==> config.mk <==
export PLATFORM = sky130hd
export DESIGN_NAME = commutation_ctrl
export DESIGN_NICKNAME = d
export VERILOG_FILES = /design/src/rtl/comm_pkg.sv /design/src/rtl/dwell_timer.sv /design/src/rtl/commutation_ctrl.sv
export SDC_FILE = /design/constraint.sdc
export NUM_CORES = 1
export LEC_CHECK = 0
export BUFFER_PORTS_ARGS = -buffer_cell sky130_fd_sc_hd__buf_2
export CAP_MARGIN = 30
export CELL_PAD_IN_SITES_DETAIL_PLACEMENT = 0
export CELL_PAD_IN_SITES_GLOBAL_PLACEMENT = 2
export CORE_ASPECT_RATIO = 0.9
export CORE_MARGIN = 2
export CORE_UTILIZATION = 34
export DETAILED_ROUTE_END_ITERATION = 10
export HOLD_SLACK_MARGIN = 0.08
export PLACE_DENSITY_LB_ADDON = 0.05
export SETUP_SLACK_MARGIN = 0.4
export SYNTH_ARGS = -nofsm -noshare
export SYNTH_HDL_FRONTEND = slang
export SYNTH_HIERARCHICAL = 1
export SYNTH_SLANG_ARGS = --single-unit
==> constraint.sdc <==
create_clock -name clk -period 2.2 [get_ports clk]
set_input_delay 0.44 -clock clk [delete_from_list [all_inputs] [get_ports clk]]
set_output_delay 0.44 -clock clk [all_outputs]
set_load 0.005 [all_outputs]
==> src/rtl/comm_pkg.sv <==
// comm_pkg
// Shared definitions for the four-step commutation controller of one
// matrix-converter output leg: the controller state encoding, the default
// dwell time of each intermediate commutation step, and the width helper for
// the dwell counter.
// Ports: none (package).
package comm_pkg;

    // Controller states. ST_OFF2 names the closing action of a turn-off
    // (remaining gate released, leg back in IDLE); that action is taken on the
    // same edge that ends OFF1, so the register never rests in ST_OFF2.
    typedef enum logic [2:0] {
        ST_IDLE  = 3'd0,
        ST_ON    = 3'd1,
        ST_STEP1 = 3'd2,
        ST_STEP2 = 3'd3,
        ST_STEP3 = 3'd4,
        ST_OFF1  = 3'd5,
        ST_OFF2  = 3'd6,
        ST_FAULT = 3'd7
    } comm_state_e;

    // Default number of clock cycles each intermediate step is held.
    localparam int DWELL_CYC_DEFAULT = 4;

    // Counter width able to hold the value dwell_cyc.
    function automatic int dwell_cnt_w(input int dwell_cyc);
        return $clog2(dwell_cyc + 1);
    endfunction

endpackage

==> src/rtl/dwell_timer.sv <==
// dwell_timer
// Down-counter that times one intermediate commutation step.
// Ports:
//   clk      - clock, rising edge
//   rst      - asynchronous active-low reset, clears the count
//   load_i   - (re)start a dwell of DWELL_CYC cycles on this edge
//   expire_o - high during the last cycle of the dwell; the owner acts on
//              the edge that ends that cycle
module dwell_timer
    import comm_pkg::*;
#(
    parameter int  DWELL_CYC = DWELL_CYC_DEFAULT,
    localparam int CNT_W     = dwell_cnt_w(DWELL_CYC)
) (
    input  logic clk,
    input  logic rst,
    input  logic load_i,
    output logic expire_o
);

    localparam logic [CNT_W-1:0] LOAD_VAL = CNT_W'(DWELL_CYC);
    localparam logic [CNT_W-1:0] ONE      = CNT_W'(1);

    logic [CNT_W-1:0] cnt_q;
    logic [CNT_W-1:0] cnt_d;

    // Loading DWELL_CYC and expiring at 1 gives exactly DWELL_CYC cycles
    // between the loading edge and the edge that ends the step.
    always_comb begin
        cnt_d = cnt_q;
        if (load_i) begin
            cnt_d = LOAD_VAL;
        end else if (cnt_q != '0) begin
            cnt_d = cnt_q - ONE;
        end
    end

    always_ff @(posedge clk or negedge rst) begin
        if (!rst) begin
            cnt_q <= '0;
        end else begin
            cnt_q <= cnt_d;
        end
    end

    assign expire_o = (cnt_q == ONE);

endmodule

==> src/rtl/commutation_ctrl.sv <==
// commutation_ctrl
// Four-step current-sign-based commutation controller for one output leg of a
// matrix converter. Each input phase has a bidirectional switch made of a
// positive-conducting device (gate_p) and a negative-conducting device
// (gate_n). Source changes are performed so the leg is never open-circuited
// for the load current and never short-circuits two input phases.
// Ports:
//   clk       - clock, rising edge
//   rst       - asynchronous active-low reset
//   req_valid - a source-change request is present
//   req_sel   - target phase 0..N_PHASES-1, N_PHASES = leg off, above = invalid
//   cur_sign  - load current sign (1 = positive), sampled on acceptance
//   req_ready - high in IDLE or ON; requests are accepted only then
//   gate_p    - registered positive-device gates, one per phase
//   gate_n    - registered negative-device gates, one per phase
//   done      - one-cycle pulse when a request completes
//   fault     - an invalid request was accepted; all gates held off
//   fault_clr - leaves the fault state (ignored elsewhere)
module commutation_ctrl
    import comm_pkg::*;
#(
    parameter int  N_PHASES  = 3,
    parameter int  DWELL_CYC = DWELL_CYC_DEFAULT,
    localparam int SEL_W     = $clog2(N_PHASES + 1)
) (
    input  logic                clk,
    input  logic                rst,
    input  logic                req_valid,
    input  logic [SEL_W-1:0]    req_sel,
    input  logic                cur_sign,
    output logic                req_ready,
    output logic [N_PHASES-1:0] gate_p,
    output logic [N_PHASES-1:0] gate_n,
    output logic                done,
    output logic                fault,
    input  logic                fault_clr
);

    comm_state_e         state_q;
    logic [N_PHASES-1:0] gate_p_q;
    logic [N_PHASES-1:0] gate_n_q;
    logic                done_q;
    logic                fault_q;
    logic [SEL_W-1:0]    j_q;       // phase currently supplying the leg
    logic [SEL_W-1:0]    k_q;       // target phase of the running sequence
    logic                s_q;       // current sign latched at acceptance

    logic [N_PHASES-1:0] j_mask;
    logic [N_PHASES-1:0] k_mask;
    logic [N_PHASES-1:0] sel_mask;

    logic accept;
    logic sel_bad;
    logic sel_off;
    logic sel_same;
    logic timer_load;
    logic timer_expire;

    // One-hot masks of the current source, the latched target and the
    // incoming request.
    for (genvar gi = 0; gi < N_PHASES; gi++) begin : g_mask
        assign j_mask[gi]   = (j_q == SEL_W'(gi));
        assign k_mask[gi]   = (k_q == SEL_W'(gi));
        assign sel_mask[gi] = (req_sel == SEL_W'(gi));
    end

    assign req_ready = (state_q == ST_IDLE) || (state_q == ST_ON);
    assign accept    = req_valid && req_ready;

    // Compared as int so the test stays meaningful when N_PHASES+1 is a
    // power of two and no invalid code exists.
    assign sel_bad   = int'(req_sel) > N_PHASES;
    assign sel_off   = int'(req_sel) == N_PHASES;
    assign sel_same  = (state_q == ST_ON) && (req_sel == j_q);

    // The timer is started on entry to STEP1 / OFF1 and restarted on each
    // step-to-step transition; the final action of a sequence needs no dwell.
    assign timer_load = (accept && (state_q == ST_ON) && !sel_bad && !sel_same)
                     || (timer_expire && ((state_q == ST_STEP1) || (state_q == ST_STEP2)));

    dwell_timer #(
        .DWELL_CYC (DWELL_CYC)
    ) u_dwell_timer (
        .clk      (clk),
        .rst      (rst),
        .load_i   (timer_load),
        .expire_o (timer_expire)
    );

    // In the sequences below "conducting" means the device of the latched
    // sign (gate_p for s=1, gate_n for s=0) and "idle" the other device.
    always_ff @(posedge clk or negedge rst) begin
        if (!rst) begin
            state_q  <= ST_IDLE;
            gate_p_q <= '0;
            gate_n_q <= '0;
            done_q   <= 1'b0;
            fault_q  <= 1'b0;
            j_q      <= '0;
            k_q      <= '0;
            s_q      <= 1'b0;
        end else begin
            done_q <= 1'b0;
            case (state_q)
                ST_IDLE: begin
                    if (accept) begin
                        if (sel_bad) begin
                            state_q  <= ST_FAULT;
                            gate_p_q <= '0;
                            gate_n_q <= '0;
                            fault_q  <= 1'b1;
                        end else if (sel_off) begin
                            done_q <= 1'b1;
                        end else begin
                            // No source to hand over from: close both devices.
                            gate_p_q <= sel_mask;
                            gate_n_q <= sel_mask;
                            j_q      <= req_sel;
                            done_q   <= 1'b1;
                            state_q  <= ST_ON;
                        end
                    end
                end

                ST_ON: begin
                    if (accept) begin
                        if (sel_bad) begin
                            state_q  <= ST_FAULT;
                            gate_p_q <= '0;
                            gate_n_q <= '0;
                            fault_q  <= 1'b1;
                        end else if (sel_same) begin
                            done_q <= 1'b1;
                        end else begin
                            k_q <= req_sel;
                            s_q <= cur_sign;
                            // Commutation and turn-off both start by opening
                            // the idle device of the present source; the sign
                            // is taken straight from the input on this edge.
                            if (cur_sign) begin
                                gate_n_q <= gate_n_q & ~j_mask;
                            end else begin
                                gate_p_q <= gate_p_q & ~j_mask;
                            end
                            state_q <= sel_off ? ST_OFF1 : ST_STEP1;
                        end
                    end
                end

                ST_STEP1: begin
                    if (timer_expire) begin
                        // Close the conducting device of the target.
                        if (s_q) begin
                            gate_p_q <= gate_p_q | k_mask;
                        end else begin
                            gate_n_q <= gate_n_q | k_mask;
                        end
                        state_q <= ST_STEP2;
                    end
                end

                ST_STEP2: begin
                    if (timer_expire) begin
                        // Open the conducting device of the old source.
                        if (s_q) begin
                            gate_p_q <= gate_p_q & ~j_mask;
                        end else begin
                            gate_n_q <= gate_n_q & ~j_mask;
                        end
                        state_q <= ST_STEP3;
                    end
                end

                ST_STEP3: begin
                    if (timer_expire) begin
                        // Close the idle device of the target: fully on.
                        if (s_q) begin
                            gate_n_q <= gate_n_q | k_mask;
                        end else begin
                            gate_p_q <= gate_p_q | k_mask;
                        end
                        j_q     <= k_q;
                        done_q  <= 1'b1;
                        state_q <= ST_ON;
                    end
                end

                ST_OFF1: begin
                    if (timer_expire) begin
                        // Only the conducting device of j is still closed.
                        gate_p_q <= '0;
                        gate_n_q <= '0;
                        done_q   <= 1'b1;
                        state_q  <= ST_IDLE;
                    end
                end

                ST_FAULT: begin
                    if (fault_clr) begin
                        fault_q <= 1'b0;
                        state_q <= ST_IDLE;
                    end
                end

                default: begin
                    // ST_OFF2 is never held; recover to a safe, open leg.
                    gate_p_q <= '0;
                    gate_n_q <= '0;
                    state_q  <= ST_IDLE;
                end
            endcase
        end
    end

    assign gate_p = gate_p_q;
    assign gate_n = gate_n_q;
    assign done   = done_q;
    assign fault  = fault_q;

endmodule

==> run metrics, run 1 <==
critical path fanouts, max 8; row cnt 20; post-DP HPWL 2.27 mm; Synthesized Nets 151; Synth area leader dfrtp_1; global route total overflow 0; Yosys warnings 6; H-tree depth 1; routed wire length 3.28 mm; synth unique cells 41; Gate Count Post-Synth about 140; Syn Std Cell Area 0.00123 sq mm; dpl ws 0.240 ns; WL per Instance 15.2 um; Worst-path clk slew ~0.070 ns; Max-slew headroom 63.3%; Final Cycle Share 79.5%; clk_lat worst skew 0.25 ns; final instance area 0.00156 sq mm; run status finished clean; fmax 0.572 GHz; clk_skew 0.00122 ns; Area after DPL 0.00134 sq mm; Inserted Clock Buffers 3; CP peak stage delay between 0.3 and 0.4 ns; Arr. time, crit path 1.89 ns; CP startpoint kind flop; drt first pass iters 4; Final Setup Violations 0; first-pass GRT wire length 4.98 mm; Hold Crit Class in2async; Die Width 67.5 um; total number of vias between 1000 and 1500; clk sink count 18; layout cell share with drive strength beyond 1 34.3%; Critical Path RT 2.34 ns; WS Path Type reg2reg; initial antenna violation count 0; CTS tree done; async set-reset flop share out of synthesis 100%; clock buffer depth 2; Die Ht 61.1 um; Root Buffer clkbuf_8; final worst setup slack 0.452 ns; commonest non-fill, non-tap cell in the layout buf_4; Final Hold Fails 0; Worst VDD drop around 560 uV; 1st-iter DRT viols 89; Worst Setup End Kind flop; Post-synth EDFFs 0; syn_area_per_cell 8.74 sq um; Yosys reg bits 18; max-slew violations 0; Ant. Diodes 0; number of remaining DRC errors 0; core box area 0.00343 sq mm; largest cells by area after synthesis dfrtp_1 37%, a21oi_1 4.5%, a31oi_1 4.1%, nand2b_1 4.1%, nand2_1 3.4%; cts hold-fix bufs 0; Worst path slowest cell dfrtp_1; final setup TNS 0 ns; Die ar. 0.00412 sq mm; total global-route track usage between 10% and 20%; crit-path cells inv_2 -> ha_4 -> nor2b_4 -> nor3b_2 -> o21bai_1 -> and4b_2 -> and2_4 -> a31oi_1; PwrDens 1590 mW/mm^2; vias in the first global route 1059; Max Cap Viol 0; Area Growth Syn to Fin 26.7%; most frequent cells in the layout 20 x buf_4, 15 x dfrtp_1, 14 x buf_2; post-synthesis sequential area ratio 36.5%; Pleak 0.705 nW; gpl congestion 0.755; Least-Margin Pin Slew 0.544 ns; nets approximately 180; Post-DRT Antenna Nets 0; Buffers on Ports 14; Primary FF master, synth dfrtp_1; largest net degree at the start of global routing 19; via/cell ratio 5.35; CP top delay family simple AND/OR/NAND/NOR gates; # IOs 16; RSZ-0062 raised after global routing true; reg2reg setup slack 0.45 ns; Yosys top cell area share a little over a third; Final Critical Period around 1.7 ns; Starting Density 35.9%; Worst Path Buf+Inv 1
-- kinds of logic after synthesis --
logic type / Yosys count / share of synthesized area (%)
and+or+nand+nor: 57 / 26.6
AOI/OAI and AO/OA: 40 / 20.5
DFF: 18 / 36.5
buffers and inverters: 14 / 5.99
muxes: 6 / 5.58
adders and majority gates: 3 / 3.05
xor gates and xnor gates: 2 / 1.42
other: 1 / 0.304
-- flip-flops by register name, indices dropped and copies added (netlist names) --
name and count:
j_q 2, u_dwell_timer/cnt_q 3, k_q 2, s_q 1
state_q 3, gate_p 3, gate_n 3, done 1
-- synth_stat cells, types with 2 or more instances --
cell type,n
a21oi_1,11
a31o_2,2
a31oi_1,8
and2_1,2
and2_4,2
buf_2,2
buf_6,2
clkbuf_1,2
dfrtp_1,18
ha_1,3
inv_1,7
mux2_2,3
mux2i_1,2
nand2_1,11
nand2b_1,8
nand3_1,3
nand4_1,3
nor2_1,11
nor2b_1,5
nor3b_1,4
o21ai_0,6
o22ai_1,4
o31ai_1,3
xnor2_1,2
-- layout make-up --
cell class / count / area (sq um)
flip-flops and latches: 18 / 454
multi-input cells: 109 / 751
clock buffers: 4 / 55.1
well taps: 44 / 55.1
repair buffers: 34 / 220
inverters: 7 / 26.3
fillers: 336 / 1870
-- worst paths after layout --
path	startpoint	end	depth (start not counted)
max	u_dwell_timer/cnt_q[1]	gate_p[0]	8
min	rst	state_q[1]	1
min reg2reg	gate_p[1]	gate_p[1]	2
max reg2reg	u_dwell_timer/cnt_q[1]	gate_p[0]	8
max in group asynchronous	rst	state_q[0]	1
min in group clk	cur_sign	s_q	2
-- power breakdown --
group          total [mW]  switching, mW  internal, mW
logic                1.55          0.760         0.791
registers           0.662          0.168         0.494
clock network       0.275          0.116         0.159
-- stage by stage --
stage               std cells  total power [mW]  utilization [%]  hold WS (ns)
global route              216              2.68             45.5         0.138
global placement          196              1.88             39.2         0.405
finish                    216              2.49             45.5         0.118
detailed placement        196              1.90             39.2         0.407
CTS                       201              2.22             41.1         0.132
floorplan                 141              1.62                -         0.144
-- metal layers --
metal  part of all wire [%]  vias up  track usage (%)
met5                      0        -                0
met4                   0.43        0             2.62
met3                    4.9        2             4.02
met2                     45       31             26.9
met1                     49      560             22.7
li1                       -      563                -
-- what timing repair did --
| item | CTS | global route |
|---|---|---|
| pin swaps | 2 | 6 |
| setup buffers | 1 | 15 |
| gates resized for setup | 3 | 11 |
| endpoints found under the setup margin | 9 | 11 |
(Power assumes the default switching activity.)
==> run 2: changes to the inputs <==
--- a/config.mk
+++ b/config.mk
@@ -5,13 +5,14 @@
 export SDC_FILE = /design/constraint.sdc
 export NUM_CORES = 1
 export LEC_CHECK = 0
+export ABC_AREA = 1
 export BUFFER_PORTS_ARGS = -buffer_cell sky130_fd_sc_hd__buf_2
 export CAP_MARGIN = 30
 export CELL_PAD_IN_SITES_DETAIL_PLACEMENT = 0
 export CELL_PAD_IN_SITES_GLOBAL_PLACEMENT = 2
 export CORE_ASPECT_RATIO = 0.9
 export CORE_MARGIN = 2
-export CORE_UTILIZATION = 34
+export CORE_UTILIZATION = 29
 export DETAILED_ROUTE_END_ITERATION = 10
 export HOLD_SLACK_MARGIN = 0.08
 export PLACE_DENSITY_LB_ADDON = 0.05
==> constraint.sdc (replaced) <==
create_clock -name clk -period 1.5 [get_ports clk]
set_input_delay 0.3 -clock clk [delete_from_list [all_inputs] [get_ports clk]]
set_output_delay 0.3 -clock clk [all_outputs]
set_load 0.005 [all_outputs]
==> run metrics, run 2 <==
run status finished, violations left; failing checks negative setup slack; initial antenna violation count 0; Final Hold Fails 0; Worst-path clk slew 0.08 ns; vias in the first global route 1422; Area Growth Syn to Fin 41.3%; most frequent cells in the layout 37 x nand2_1, 30 x nand3_1, 25 x buf_4; WS Path Type reg2reg; async set-reset flop share out of synthesis between 90% and 100%; clk sink count 18; CTS tree done; Buffers on Ports 14; layout cell share with drive strength beyond 1 44.1%; gpl congestion 0.845; Pleak 0.980 nW; commonest non-fill, non-tap cell in the layout nand2_1; Yosys reg bits 18; reg2reg setup slack -0.06 ns; largest net degree at the start of global routing 19; worst hold path cell count 3; via/cell ratio ~4.7; Critical Path RT 1.66 ns; drt first pass iters 4; final worst setup slack -0.0578 ns; Hold EP s_q; reg2reg start u_dwell_timer/cnt_q[1]; Post-DRT Antenna Nets 0; RSZ-0062 raised after global routing true; Yosys top cell area share between 30 and 40%; most frequent cell after synthesis nand2_1; Inserted Clock Buffers 3; Hold WS 0.300 ns; Pwr Total 4.36 mW; Max Cap Viol 0; core box area 0.00449 sq mm; clk_lat worst skew roughly 0.26 ns; total global-route track usage 16.2%; Final Critical Period 1.56 ns; fmax 0.642 GHz; largest cells by area after synthesis dfrtp_1 33%, nand2_1 15%, nand3_1 12%, o21ai_0 4.7%, nor2_4 4.1%; Die Ht 69.2 um; clock buffer depth 2; Yosys warnings 6; H-tree depth 1; Synth area leader dfrtp_1; Hold Crit Class in2reg; nets 249; Final Setup Violations 9; Ant. Diodes 0; Die Width 76.5 um; syn_area_per_cell a little over 7 sq um; global route total overflow 0; clk_skew 0.00161 ns; number of remaining DRC errors 0; first-pass GRT wire length 6.77 mm; 1st-iter DRT viols 62; Die ar. 0.00529 sq mm; # IOs 16; R2R depth 12; post-DP HPWL 2.93 mm; critical path fanouts, max 6; max-slew violations 0; Post-synth EDFFs 0; routed wire length 3.98 mm; Root Buffer clkbuf_8; Gate Count Post-Synth 192; row cnt 23; Final Cycle Share 104%; dpl ws -0.0476 ns; Worst Setup End Kind flop; min-delay src cur_sign; PwrDens 2250 mW/mm^2; Worst VDD drop 943 uV; CP startpoint kind flop; total number of vias 1416; Primary FF master, synth dfrtp_1; Syn Std Cell Area 0.00137 sq mm; RR Endpoint gate_n[1]; post-synthesis sequential area ratio around a third; Arr. time, crit path between 1.5 and 2 ns; WL per Instance 13.3 um; Synthesized Nets 202; synth unique cells 27; Starting Density between 30% and 40%; synth cell count leaders 53 x nand2_1, 33 x nand3_1, 18 x dfrtp_1
==> run 2: cell count changes after synthesis, moves of 7 or more <==
cell      change
nand2_1      +42
inv_1         +7
nand3_1      +30
a21oi_1      -10
a31oi_1       -8
inv_2         +7
o21ai_0       +7
nand2b_1      -8
==> run 2: how the worst max path moves through the flow <==
stage,start,endpoint,slack (ns)
final,u_dwell_timer/cnt_q[1],gate_n[1],-0.06
after global routing,u_dwell_timer/cnt_q[1],gate_n[2],-0.16
after CTS,u_dwell_timer/cnt_q[1],gate_p[2],-0.002
after detailed placement,state_q[0],gate_p[2],-0.05
after global placement,state_q[0],gate_p[2],-0.04
after floorplan,u_dwell_timer/cnt_q[1],state_q[2],0.06
==> run 2: layer usage <==
layer | vias to the layer above | wire length [um] | global-route usage, %
li1 | 722 | - | -
met1 | 658 | 1870 | 21.0
met2 | 27 | 1890 | 26.7
met3 | 9 | 142 | 3.65
met4 | 0 | 84 | 5.05
met5 | - | 0 | 0
==> run 2: area by class of cell <==
cell class,instances,area [sq um]
sequential,18,453
multi-input combinational,146,900
inverter,22,92.6
timing repair buffer,48,358
clock buffer,4,55.1
tap,62,77.6
fill,478,2550
==> run 2: through the flow <==
stage | TNS (ns) | std cells | utilization, % | cell area, sq um
after floorplan | 0 | 192 | - | 1420
after global placement | -0.213 | 277 | 36.2 | 1620
after detailed placement | -0.259 | 277 | 36.2 | 1620
after CTS | -0.00224 | 296 | 41.4 | 1860
after global routing | -1.37 | 300 | 43.1 | 1940
final | -0.420 | 300 | 43.1 | 1940
==> run 2: logic make-up (layout without fill, tap and decap cells) <==
logic type                 count (synthesis)  count (layout)  synth area share [%]
adders and majority gates                  3               3                  2.74
DFF                                       18              18                  32.9
other                                      1               1                 0.274
buffers and inverters                     28              74                  10.1
and+or+nand+nor                          115             115                  42.4
AOI/OAI and AO/OA                         27              27                  11.6
==> run 2: report_power, final <==
| part | total (mW) | internal [mW] | switching (mW) |
|---|---|---|---|
| registers | 0.945 | 0.701 | 0.244 |
| logic | 2.98 | 1.32 | 1.66 |
| clock network | 0.430 | 0.234 | 0.196 |
| total | 4.36 | 2.26 | 2.10 |
==> run 2: repair_timing <==
action / in CTS / in global routing
hold buffers: 1 / 0
endpoints found under the hold margin: 18 / 0
setup buffers: 14 / 4
endpoints found under the setup margin: 25 / 24
pin swaps: 11 / 8
gates resized for setup: 23 / 16
==> run 2: critical path: stages, from the launching register on <==
cell     delay (ns)
dfrtp_1        0.40
inv_2          0.08
ha_4           0.12
inv_2          0.03
nor2_4         0.12
inv_4          0.06
nand3_2        0.06
nand3_2        0.08
nor2_4         0.18
buf_6          0.15
nand2_4        0.06
nand2_2        0.07
nand2_2        0.04
==> run 3: changes to the inputs <==
--- a/config.mk
+++ b/config.mk
@@ -5,14 +5,13 @@
 export SDC_FILE = /design/constraint.sdc
 export NUM_CORES = 1
 export LEC_CHECK = 0
-export ABC_AREA = 1
 export BUFFER_PORTS_ARGS = -buffer_cell sky130_fd_sc_hd__buf_2
-export CAP_MARGIN = 30
+export CAP_MARGIN = 40
 export CELL_PAD_IN_SITES_DETAIL_PLACEMENT = 0
 export CELL_PAD_IN_SITES_GLOBAL_PLACEMENT = 2
 export CORE_ASPECT_RATIO = 0.9
 export CORE_MARGIN = 2
-export CORE_UTILIZATION = 29
+export CORE_UTILIZATION = 31
 export DETAILED_ROUTE_END_ITERATION = 10
 export HOLD_SLACK_MARGIN = 0.08
 export PLACE_DENSITY_LB_ADDON = 0.05
==> run metrics, run 3 (synthesis results as in run 1) <==
max-slew violations 0; commonest non-fill, non-tap cell in the layout buf_4; routed wire length roughly 3.3 mm; reg2reg start u_dwell_timer/cnt_q[1]; CP startpoint kind flop; Worst path slowest cell dfrtp_1; run status finished, violations left; nets slightly above 200; Final Hold Fails 0; Worst Setup End Kind flop; Worst VDD drop ~800 uV; Pleak 0.830 nW; Final Critical Period 1.67 ns; critical path fanouts, max 8; Arr. time, crit path 1.82 ns; failing checks negative setup slack; Starting Density 32.8%; CTS tree done; CP peak stage delay 0.39 ns; first-pass GRT wire length between 5 and 6 mm; clock buffer depth 2; min-delay src cur_sign; largest net degree at the start of global routing 19; Die Width 70.5 um; row cnt 21; Post-DRT Antenna Nets 0; final instance area roughly 0.0018 sq mm; CP top delay family simple AND/OR/NAND/NOR gates; vias in the first global route roughly 1200; Worst-path clk slew approximately 0.070 ns; most frequent cells in the layout 35 x buf_4, 18 x dfrtp_1, 13 x buf_2; drt first pass iters 4; Final Cycle Share 111%; Net Sw Frac 40.0%; R2R depth 8; total number of vias 1204; power share of the clock group 10.2%; number of remaining DRC errors 0; part of the power in registers 22.5%; via/cell ratio approximately 5; final setup TNS -1.35 ns; final core utilization 46.9%; fmax 0.598 GHz; Area after DPL 0.00159 sq mm; Worst Path Buf+Inv 1; Root Buffer clkbuf_8; P_int 2.39 mW; Die ar. 0.00450 sq mm; Buffers on Ports 14; WS Path Type reg2reg; clk_skew roughly 0.0060 ns; global route total overflow 0; RSZ-0062 raised after global routing true; RR Endpoint gate_p[0]; post-DP HPWL 2.59 mm; clk_lat worst skew approximately 0.26 ns; Area Growth Syn to Fin 43.0%; # IOs 16; Die Ht roughly 64 um; crit-path cells inv_2 -> ha_4 -> nor2b_4 -> nor3b_2 -> o21bai_1 -> and4b_2 -> and2_4 -> a31oi_1; Max Cap Viol 0; Final Setup Violations 11; layout cell share with drive strength beyond 1 42.4%; gpl congestion around 0.77; reg2reg setup slack -0.17 ns; Switch Pwr 1.59 mW; Hold Crit Class in2reg; Pwr Total approximately 4 mW; dpl ws -0.241 ns; WL per Instance between 10 and 15 um; Ant. Diodes 0; core box area 0.00376 sq mm; worst hold path cell count 2; initial antenna violation count 0; Critical Path RT about 1.6 ns; 1st-iter DRT viols 40; clk sink count 18; PwrDens roughly 2300 mW/mm^2; Inserted Clock Buffers 3; H-tree depth 1; power share of the combinational group between 60% and 70%; Hold EP s_q; total global-route track usage 16.1%; final worst setup slack -0.171 ns
==> run 3: cell types whose count changed in the layout (fill, tap and decap cells not counted), moves of 7 or more <==
cell and change:
nand3_1 -27, nand2b_1 +7, nand2_2 -15, nand2_1 -28, buf_4 +10, a21oi_1 +10
o21ai_1 -7, inv_2 -7, a31oi_1 +8
==> run 3: power by group through the flow <==
stage                     clock network [mW]  registers (mW)  logic, mW
after global placement                     0           0.922       2.37
final                                  0.405           0.899       2.68
after floorplan                            0           0.909       1.62
after detailed placement                   0           0.920       2.40
after global routing                   0.446           0.935       2.96
after CTS                              0.425           0.899       2.60
==> run 3: stage by stage <==
step / hold WS (ns) / instances
final: 0.301 / 237
after global routing: 0.319 / 237
after CTS: 0.293 / 232
after detailed placement: 0.262 / 223
after global placement: 0.257 / 223
after floorplan: 0.00441 / 141
==> run 3: layout make-up <==
type / count / area (sq um)
multi-input combinational: 109 / 791
clock buffer: 4 / 55.1
fill: 387 / 1990
sequential: 18 / 450
timing repair buffer: 53 / 383
inverter: 7 / 26.3
tap: 46 / 57.6
==> run 3: repair_timing <==
| action | in CTS | in global routing |
|---|---|---|
| hold buffers | 1 | 0 |
| gates resized for setup | 11 | 2 |
| endpoints found under the hold margin | 18 | 0 |
| pin swaps | 7 | 0 |
| setup buffers | 4 | 5 |
| endpoints found under the setup margin | 21 | 23 |
==> run 3: worst max-delay path by stage <==
| stage | startpoint | endpoint | cells after the start |
|---|---|---|---|
| 2_1_floorplan | state_q[2] | gate_p[0] | 7 |
| 3_3_place_gp | u_dwell_timer/cnt_q[1] | gate_p[0] | 8 |
| 3_5_place_dp | u_dwell_timer/cnt_q[1] | gate_p[0] | 8 |
| 4_1_cts | u_dwell_timer/cnt_q[1] | gate_p[0] | 8 |
| 5_1_grt | u_dwell_timer/cnt_q[1] | gate_p[0] | 8 |
| 6_report | u_dwell_timer/cnt_q[1] | gate_p[0] | 8 |
==> run 3: per-layer routing <==
metal / global-route usage (%) / wire length, um
met2: 26.1 / 1530
met1: 21.9 / 1660
met3: 3.94 / 104
met5: 0 / 0
met4: 2.88 / 15
